--- src/rtl/snoop_bus_pkg.sv ---
// rtl/snoop_bus_pkg.sv - shared encodings for the snooping bus arbiter
package snoop_bus_pkg;

  localparam int IDX_W = 2;

  typedef enum logic [1:0] {
    WRITE_MISS = 2'b00,
    READ_MISS  = 2'b01,
    INVALIDATE = 2'b10,
    WRITE_BACK = 2'b11
  } bus_msg_e;

  typedef enum logic [2:0] {
    IDLE    = 3'd0,
    BCAST   = 3'd1,
    COLLECT = 3'd2,
    MEM_RD  = 3'd3,
    MEM_WR  = 3'd4,
    DONE    = 3'd5
  } bus_state_e;

  typedef enum logic [1:0] {
    INVALID   = 2'b00,
    SHARED    = 2'b01,
    EXCLUSIVE = 2'b10,
    MODIFIED  = 2'b11
  } blk_state_e;

  function automatic logic more_than_one(input logic [31:0] v);
    return (v & (v - 32'd1)) != 32'd0;
  endfunction

endpackage

--- src/rtl/snoop_bus_arbiter_rr_arbiter.sv ---
// rtl/snoop_bus_arbiter_rr_arbiter.sv - round-robin one-hot grant, pointer moves on accept
module rr_arbiter
  import snoop_bus_pkg::*;
#(
  parameter int N     = 3,
  parameter int PIDX_W = IDX_W
) (
  input  logic              clock_i,
  input  logic              reset_n_i,
  input  logic [N-1:0]      req_i,
  input  logic              accept_i,
  output logic [N-1:0]      grant_o,
  output logic [PIDX_W-1:0] idx_o
);

  logic [PIDX_W-1:0] ptr_q;
  logic [PIDX_W-1:0] cand;
  logic              found;

  // Search starts just past the last winner so every requester gets a turn.
  always_comb begin
    grant_o = '0;
    idx_o   = '0;
    found   = 1'b0;
    cand    = '0;
    for (int i = 1; i <= N; i++) begin
      cand = PIDX_W'((int'(ptr_q) + i) % N);
      if (!found && req_i[cand]) begin
        found         = 1'b1;
        grant_o[cand] = 1'b1;
        idx_o         = cand;
      end
    end
  end

  always_ff @(posedge clock_i or negedge reset_n_i) begin
    if (!reset_n_i) begin
      ptr_q <= PIDX_W'(N - 1);
    end else if (accept_i && found) begin
      ptr_q <= idx_o;
    end
  end

endmodule

--- src/rtl/snoop_bus_arbiter.sv ---
// rtl/snoop_bus_arbiter.sv - serialises cache bus requests: broadcast, snoop collect, memory, done
module snoop_bus_arbiter
  import snoop_bus_pkg::*;
#(
  parameter int N_CACHES      = 3,
  parameter int ADDR_W        = 4,
  parameter int SNOOP_TIMEOUT = 8
) (
  input  logic                       clock_i,
  input  logic                       reset_n_i,
  input  logic [N_CACHES-1:0]        req_valid_i,
  input  logic [2*N_CACHES-1:0]      req_msg_i,
  input  logic [ADDR_W*N_CACHES-1:0] req_addr_i,
  output logic [N_CACHES-1:0]        req_accept_o,
  output logic                       bcast_valid_o,
  output logic [1:0]                 bcast_msg_o,
  output logic [ADDR_W-1:0]          bcast_addr_o,
  output logic [1:0]                 bcast_src_o,
  output logic [N_CACHES-1:0]        bcast_focus_o,
  input  logic [N_CACHES-1:0]        snoop_ack_i,
  input  logic [N_CACHES-1:0]        snoop_wb_i,
  output logic                       mem_valid_o,
  output logic                       mem_we_o,
  output logic [ADDR_W-1:0]          mem_addr_o,
  input  logic                       mem_ready_i,
  output logic                       done_valid_o,
  output logic [1:0]                 done_src_o,
  output logic                       done_wb_o,
  output logic                       done_err_o
);

  localparam int CNT_W = $clog2(SNOOP_TIMEOUT) + 1;
  localparam logic [CNT_W-1:0] CNT_LAST = CNT_W'(SNOOP_TIMEOUT - 1);

  bus_state_e          state_q;
  logic [1:0]          msg_q;
  logic [ADDR_W-1:0]   addr_q;
  logic [1:0]          src_q;
  logic [N_CACHES-1:0] focus_q, ack_q, wb_q;
  logic [CNT_W-1:0]    cnt_q;
  logic                bcast_valid_q, mem_valid_q, mem_we_q;
  logic                done_valid_q, done_wb_q, done_err_q;

  logic [N_CACHES-1:0] grant;
  logic [1:0]          gnt_idx;
  logic [1:0]          sel_msg;
  logic [ADDR_W-1:0]   sel_addr;
  logic [N_CACHES-1:0] ack_d, wb_d;
  logic                all_acked;

  rr_arbiter #(.N(N_CACHES), .PIDX_W(2)) u_rr (
    .clock_i   (clock_i),
    .reset_n_i (reset_n_i),
    .req_i     (req_valid_i),
    .accept_i  (state_q == IDLE),
    .grant_o   (grant),
    .idx_o     (gnt_idx)
  );

  always_comb begin
    sel_msg  = '0;
    sel_addr = '0;
    for (int i = 0; i < N_CACHES; i++) begin
      if (grant[i]) begin
        sel_msg  = req_msg_i[2*i +: 2];
        sel_addr = req_addr_i[ADDR_W*i +: ADDR_W];
      end
    end
  end

  // Include this cycle's responses so the last ack completes without an extra cycle.
  assign ack_d     = ack_q | (snoop_ack_i & focus_q);
  assign wb_d      = wb_q | (snoop_wb_i & focus_q);
  assign all_acked = (ack_d == focus_q);

  always_ff @(posedge clock_i or negedge reset_n_i) begin
    if (!reset_n_i) begin
      state_q       <= IDLE;
      msg_q         <= '0;
      addr_q        <= '0;
      src_q         <= '0;
      focus_q       <= '0;
      ack_q         <= '0;
      wb_q          <= '0;
      cnt_q         <= '0;
      bcast_valid_q <= 1'b0;
      mem_valid_q   <= 1'b0;
      mem_we_q      <= 1'b0;
      done_valid_q  <= 1'b0;
      done_wb_q     <= 1'b0;
      done_err_q    <= 1'b0;
    end else begin
      bcast_valid_q <= 1'b0;
      done_valid_q  <= 1'b0;
      case (state_q)
        IDLE: begin
          if (|req_valid_i) begin
            msg_q         <= sel_msg;
            addr_q        <= sel_addr;
            src_q         <= gnt_idx;
            focus_q       <= ~grant;
            bcast_valid_q <= 1'b1;
            state_q       <= BCAST;
          end
        end
        BCAST: begin
          ack_q      <= '0;
          wb_q       <= '0;
          cnt_q      <= '0;
          done_wb_q  <= 1'b0;
          done_err_q <= 1'b0;
          if (msg_q == WRITE_BACK) begin
            mem_valid_q <= 1'b1;
            mem_we_q    <= 1'b1;
            state_q     <= MEM_WR;
          end else begin
            state_q <= COLLECT;
          end
        end
        COLLECT: begin
          ack_q <= ack_d;
          wb_q  <= wb_d;
          cnt_q <= cnt_q + CNT_W'(1);
          if (all_acked) begin
            if (more_than_one(32'(wb_d))) begin
              done_err_q   <= 1'b1;
              done_valid_q <= 1'b1;
              state_q      <= DONE;
            end else if (|wb_d) begin
              done_wb_q   <= 1'b1;
              mem_valid_q <= 1'b1;
              mem_we_q    <= 1'b1;
              state_q     <= MEM_WR;
            end else if (msg_q == INVALIDATE) begin
              done_valid_q <= 1'b1;
              state_q      <= DONE;
            end else begin
              mem_valid_q <= 1'b1;
              mem_we_q    <= 1'b0;
              state_q     <= MEM_RD;
            end
          end else if (cnt_q == CNT_LAST) begin
            done_err_q   <= 1'b1;
            done_valid_q <= 1'b1;
            state_q      <= DONE;
          end
        end
        MEM_RD, MEM_WR: begin
          if (mem_ready_i) begin
            mem_valid_q  <= 1'b0;
            mem_we_q     <= 1'b0;
            done_valid_q <= 1'b1;
            state_q      <= DONE;
          end
        end
        DONE:    state_q <= IDLE;
        default: state_q <= IDLE;
      endcase
    end
  end

  assign req_accept_o  = (state_q == IDLE) ? grant : '0;
  assign bcast_valid_o = bcast_valid_q;
  assign bcast_msg_o   = msg_q;
  assign bcast_addr_o  = addr_q;
  assign bcast_src_o   = src_q;
  assign bcast_focus_o = focus_q;
  assign mem_valid_o   = mem_valid_q;
  assign mem_we_o      = mem_we_q;
  assign mem_addr_o    = addr_q;
  assign done_valid_o  = done_valid_q;
  assign done_src_o    = src_q;
  assign done_wb_o     = done_wb_q;
  assign done_err_o    = done_err_q;

endmodule

--- config.mk ---
export PLATFORM = sky130hd
export DESIGN_NAME = snoop_bus_arbiter
export DESIGN_NICKNAME = d
export VERILOG_FILES = /design/src/rtl/snoop_bus_pkg.sv /design/src/rtl/snoop_bus_arbiter_rr_arbiter.sv /design/src/rtl/snoop_bus_arbiter.sv
export SDC_FILE = /design/constraint.sdc
export NUM_CORES = 1
export LEC_CHECK = 0
export CORE_MARGIN = 5
export CORE_UTILIZATION = 50
export CTS_CLUSTER_SIZE = 10
export DETAILED_ROUTE_END_ITERATION = 7
export PLACE_DENSITY = 0.81
export SETUP_SLACK_MARGIN = 0.2
export SYNTH_ARGS = -nofsm -noshare
export SYNTH_HDL_FRONTEND = slang
export SYNTH_HIERARCHICAL = 1
export SYNTH_SLANG_ARGS = --single-unit
--- constraint.sdc ---
create_clock -name clock_i -period 3 [get_ports clock_i]
set_clock_uncertainty 0.1 [all_clocks]
set_input_delay 0.6 -clock clock_i [delete_from_list [all_inputs] [get_ports clock_i]]
set_output_delay 0.6 -clock clock_i [all_outputs]
set_load 0.01 [all_outputs]
# Yosys cells after proc, flatten, opt, wreduce, memory -nomap -nowiden
# Cells that the tools add are included.
# op_classes
eq_ne	17
n_reduce_logical	20
n_lt_le_gt_ge	6
n_addsub	5
bitwise_logic	8
div_mod_pow	3
n_mux	69
# op_table
cell	n
32-bit by 3-bit modulo with 32-bit output (second input constant)	3
3-bit 2-to-1 mux	12
1-bit 2-to-1 mux	33
3-bit by 32-bit bitwise AND with 32-bit output	1
32-bit nonzero test	1
2-bit 2-to-1 mux	6
4-bit 2-to-1 mux	3
2-bit != test (second input constant)	6
3-bit bitwise OR	4
3-bit case mux with 2 select lines	2
3-bit case mux with 4 select lines	1
2-bit by 3-bit < comparator with 1-bit output (second input constant)	3
3-bit != test (second input constant)	3
4-bit case mux with 2 select lines	1
2-bit by 2-bit adder with 3-bit output (second input constant)	2
3-bit bitwise AND	2
1-bit binary-select mux with 2-bit select	3
1-bit demux with 2-bit select	3
3-bit by 2-bit == test with 1-bit output (second input constant)	2
2-bit by 1-bit >= comparator with 1-bit output (second input constant)	3
1-bit logical AND	6
1-bit case mux with 2 select lines	3
1-bit case mux with 3 select lines	2
3-bit AND reduction	2
other kinds (18)	21
# totals
register_bits	32
output_inout_bits	26
wordCells	143

# Depth between registers and ports, before layout
# depth
depth_word	14
ltp_mapped	13

# Cells and area by module
# The synthesis kept the hierarchy.
# modules_own_cells
module	cells_per_inst	area_each_um2	n_inst
snoop_bus_arbiter	207	1749.2	1
rr_arbiter	53	524.3	1

# Worst setup path after synthesis
# Ideal clock, no wire load.
# synth_timing
path_kind	register to output
startpoint	reg u_rr.ptr_q[1]
endpoint	out req_accept_o[2]
required_ns	2.300
arrival_time_ns	2.182
stages_incl_launch_ff	9
path_slack_ns	0.118
n_path_buf	1
cell_sequence	dfstp_2 -> inv_1 -> ha_1 -> mux2i_1 -> o22ai_2 -> nand2_1 -> o31ai_1 -> clkbuf_1 -> and2_1
# synth_between
elab_chain_cells	12
word_cells_on_any_way	39
classes_between	3 x add/sub; 3 x div; 6 x order compare; 18 x mux; 2 x bitwise; 7 x reduce/logical
# synth_lines
item	line	text
start: declaration	snoop_bus_arbiter_rr_arbiter.sv:16	logic [PIDX_W-1:0] ptr_q;
start signal: assignment	snoop_bus_arbiter_rr_arbiter.sv:38	ptr_q <= PIDX_W'(N - 1);
start signal: assignment	snoop_bus_arbiter_rr_arbiter.sv:40	ptr_q <= idx_o;
2-bit by 1-bit adder with 3-bit output	snoop_bus_arbiter_rr_arbiter.sv:27	cand = PIDX_W'((int'(ptr_q) + i) % N);
32-bit by 3-bit modulo with 32-bit output	snoop_bus_arbiter_rr_arbiter.sv:27	
2-bit by 3-bit < comparator with 1-bit output (implied by the code), or another cell as far along	snoop_bus_arbiter_rr_arbiter.sv:30	grant_o[cand] = 1'b1;
1-bit logical AND (implied by the code) or 1-bit 2-to-1 mux (tied branches)	snoop_bus_arbiter_rr_arbiter.sv:30, snoop_bus_arbiter_rr_arbiter.sv:28	
1-bit 2-to-1 mux, on equally long branches	snoop_bus_arbiter_rr_arbiter.sv:30, snoop_bus_arbiter_rr_arbiter.sv:28	
1-bit demux with 2-bit select or 1-bit zero test (tied branches)	-	
3-bit 2-to-1 mux or 1-bit logical AND (tied branches)	snoop_bus_arbiter_rr_arbiter.sv:28	if (!found && req_i[cand]) begin
3-bit bitwise OR (no source line) or 1-bit 2-to-1 mux (tied branches)	-	
3-bit 2-to-1 mux or 1-bit zero test (tied branches)	snoop_bus_arbiter_rr_arbiter.sv:28	
3-bit bitwise OR (no source line) or 1-bit logical AND (tied branches)	-	
3-bit 2-to-1 mux (*)	snoop_bus_arbiter_rr_arbiter.sv:28	
via grant[2]	snoop_bus_arbiter.sv:44	logic [N_CACHES-1:0] grant;
3-bit 2-to-1 mux (*)	snoop_bus_arbiter.sv:162	assign req_accept_o = (state_q == IDLE) ? grant : '0;
end: declaration	snoop_bus_arbiter.sv:14	output logic [N_CACHES-1:0] req_accept_o,
# The timed path passes the listed nets; every way through them passes the cells marked *. The select of a mux whose other input is x is not followed.

# Worst setup path in the final report
# layout_timing
startpoint	reg u_rr.ptr_q[1]
endpoint	out req_accept_o[1]
# Same word-level chain as after synthesis.

==> run summary <==
row count: 24
critical path's slowest cell: dfstp_2
Worst-Margin Slew: 0.555 ns
Final HPWL DP: 4510 um
crit share post-route: 98.9%
Iteration-0 DRC Markers: 202
final WL: 6370 um
Mapped Cells: 260
Post-synth EDFFs: 0
Clock power frac: 8.9%
number of antenna diodes: 0
worst hold path class: reg2reg
syn nets: 295
most frequent cells in the layout: clkdlybuf4s50_1, buf_4, dfrtp_1, nand2_1, o21ai_0
commonest non-fill, non-tap cell in the layout: clkdlybuf4s50_1
Relative slew margins: 62.9%
GRT Overall Usage: 20.7%
Die Wd: 77.4 um
H-Tree Depth: 2
register area share after synthesis: 35.3%
GR peak layer: met2
PwrDens: 1160 mW/mm2
worst slack at placement: -0.249 ns
CP Launch Type: flop
CTS tree: done
synthesized cell area: 0.00227 mm2
ys flop type: dfrtp_1
Final Hold Vio Count: 0
RePlAce Congestion: 0.871
syn_area_per_cell: 8.74 um2
#FFs+latches synth: 32
Synth Warn #: 6
Starting Density: 51.9%
P_leak: 1.43 nW
CP peak stage delay: 0.57 ns
crit-path max FO: 4
initial antenna violation count: 0
net switching power: 1.70 mW
Max Freq: 0.337 GHz
layout cells sized above 1: 28.0%
final hold slack: 0.410 ns
number of port buffers: 55
final global-route overflow total: 0
CTS Root Cell: clkbuf_8
fin. max-slew vios: 0
nets: 384
crit end category: output port
internal power: 2.18 mW
Data arrival, critical path: 2.27 ns
CTS max path bufs: 2
Ports: 56
power after layout: 3.88 mW
combinational share of power: 71.0%
GRT met1 Usage: 25.5%
first-pass GRT wire length: 10400 um
via count: 2300
Final min period: 2.97 ns
worst skew pair latency: 0.29 ns
routed vias/inst: 5.72
final worst slack: 0.0340 ns
grt met3 use: 5.56%
CP Data Required Time: 2.30 ns
Layout area overhead: 47.1%
library cells used by synthesis: 64
grt met2 use: 34.0%
Die ar.: 0.00600 mm2
share of power burned in registers: 20.1%
status: complete, no violations
DR pass1 iterations: 4
largest net degree at the start of global routing: 33
detailed-route DRC error count: 0
CTS Buf Count: 5
post-route core utilization: 76.3%
# setup viols final: 0
RSZ-0062 raised after global routing: true
Async SR Flop Fraction: 100%
CP Cell Sequence: ha_4, mux2_4, nor4_4, o41ai_2, o21ai_2, buf_4, and2_4, buf_6
post-cts hold buffer count: 0
number of global-route vias before repair: 2256
antenna-violating nets left: 0
routed len/inst: 15.9 um
WS Path Type: reg2out
die height: 77.4 um
Core Area: 0.00438 mm2
clk sinks: 32
Sw Share: 43.9%
Worst-path clk slew: 0.08 ns
VDD IR max: 0.753 mV
Max-Cap Viols: 0
## power by group through the flow
stage | Combinational, mW | Sequential [mW] | Clock [mW]
global route | 2.97 | 0.806 | 0.372
floorplan | 1.45 | 0.774 | 0
CTS | 2.55 | 0.774 | 0.349
detailed placement | 2.32 | 0.781 | 0
finish | 2.76 | 0.780 | 0.345
global placement | 2.28 | 0.772 | 0
## path summary, 6_finish.rpt
| kind | from | endpoint | slack (ns) | cells after the start |
|---|---|---|---|---|
| hold reg to reg | bcast_src_o[1] | bcast_src_o[1] | 0.41 | 2 |
| hold / removal | bcast_src_o[1] | bcast_src_o[1] | 0.41 | 2 |
| max in group asynchronous | reset_n_i | u_rr/ptr_q[1] | 1.87 | 2 |
| min in group asynchronous | reset_n_i | cnt_q[2] | 0.61 | 2 |
| setup reg to reg | u_rr/ptr_q[1] | bcast_addr_o[1] | 0.07 | 15 |
| setup / recovery | u_rr/ptr_q[1] | req_accept_o[1] | 0.03 | 8 |
## metal layers
metal	wire length [um]	share of wire [%]
met1	2760	43
met2	3060	48
met3	424	6.7
met4	123	1.9
met5	0	0
## sequential cells by signal, indices dropped and copies added, names as in the netlist
name / cells
bcast_src_o: 2
ack_q: 3
bcast_valid_o: 1
u_rr/ptr_q: 2
bcast_msg_o: 2
done_err_o: 1
bcast_addr_o: 4
wb_q: 3
done_valid_o: 1
cnt_q: 4
mem_valid_o: 1
bcast_focus_o: 3
done_wb_o: 1
state_q: 3
mem_we_o: 1
## synth_stat cells (2+ instances only)
cell type / instances / area share [%]
dfrtp_1: 31 / 34
nand2_1: 28 / 4.6
o21ai_0: 27 / 5.9
a21oi_1: 22 / 4.8
nor2_1: 17 / 2.8
clkbuf_1: 10 / 1.7
a22oi_1: 9 / 3.0
inv_1: 9 / 1.5
nor2b_1: 8 / 2.2
and2_1: 6 / 1.7
buf_4: 6 / 2.0
nand2b_1: 6 / 1.7
nand3_1: 6 / 1.3
ha_1: 5 / 2.8
a31oi_1: 4 / 1.1
nor3_1: 4 / 0.88
mux2i_1: 3 / 1.3
nor3b_1: 3 / 0.99
o31ai_1: 3 / 0.99
a211o_1: 2 / 0.77
a221oi_1: 2 / 0.77
a22o_1: 2 / 0.77
buf_6: 2 / 0.99
mux2_4: 2 / 1.3
nand3b_1: 2 / 0.66
o21ai_1: 2 / 0.44
o21ai_2: 2 / 0.77
## critical path: cells and delay by family, from the launching register on
kind / cells / cell delay, ns
flops: 1 / 0.57
compound gates: 2 / 0.50
buf+inv: 2 / 0.25
fa+ha+maj: 1 / 0.23
mux: 1 / 0.22
simple gates: 2 / 0.19
## what timing repair did
action | 4_1_cts | 5_1_grt
gates resized for setup | 24 | 20
buffers inserted | 9 | 3
pin swaps | 8 | 16
setup endpoints to repair | 3 | 9
## metrics by stage
step	area, um2	setup TNS [ns]	std cells
CTS	3260	0	399
finish	3340	0	402
floorplan	2280	0	260
global placement	3040	-0.558	382
global route	3340	-0.317	402
detailed placement	3040	-0.633	382
## kinds of logic after synthesis
family                   synth area share, %
AND/OR/NAND/NOR                         23.0
AO/OA/AOI/OAI                           28.6
flip-flops                              35.3
buffers and inverters                   6.49
multiplexers                            3.14
adder cells (fa/ha/maj)                 3.19
XOR/XNOR                               0.385
## cell type report
cell class	instances	area, um2
clock buffer	5	68.8
sequential	32	802
timing repair buffer	101	910
multi-input combinational	199	1440
inverter	10	37.5
clock inverter	3	23.8
tap	52	65.1
fill	310	1040
(Power assumes the default switching activity.)
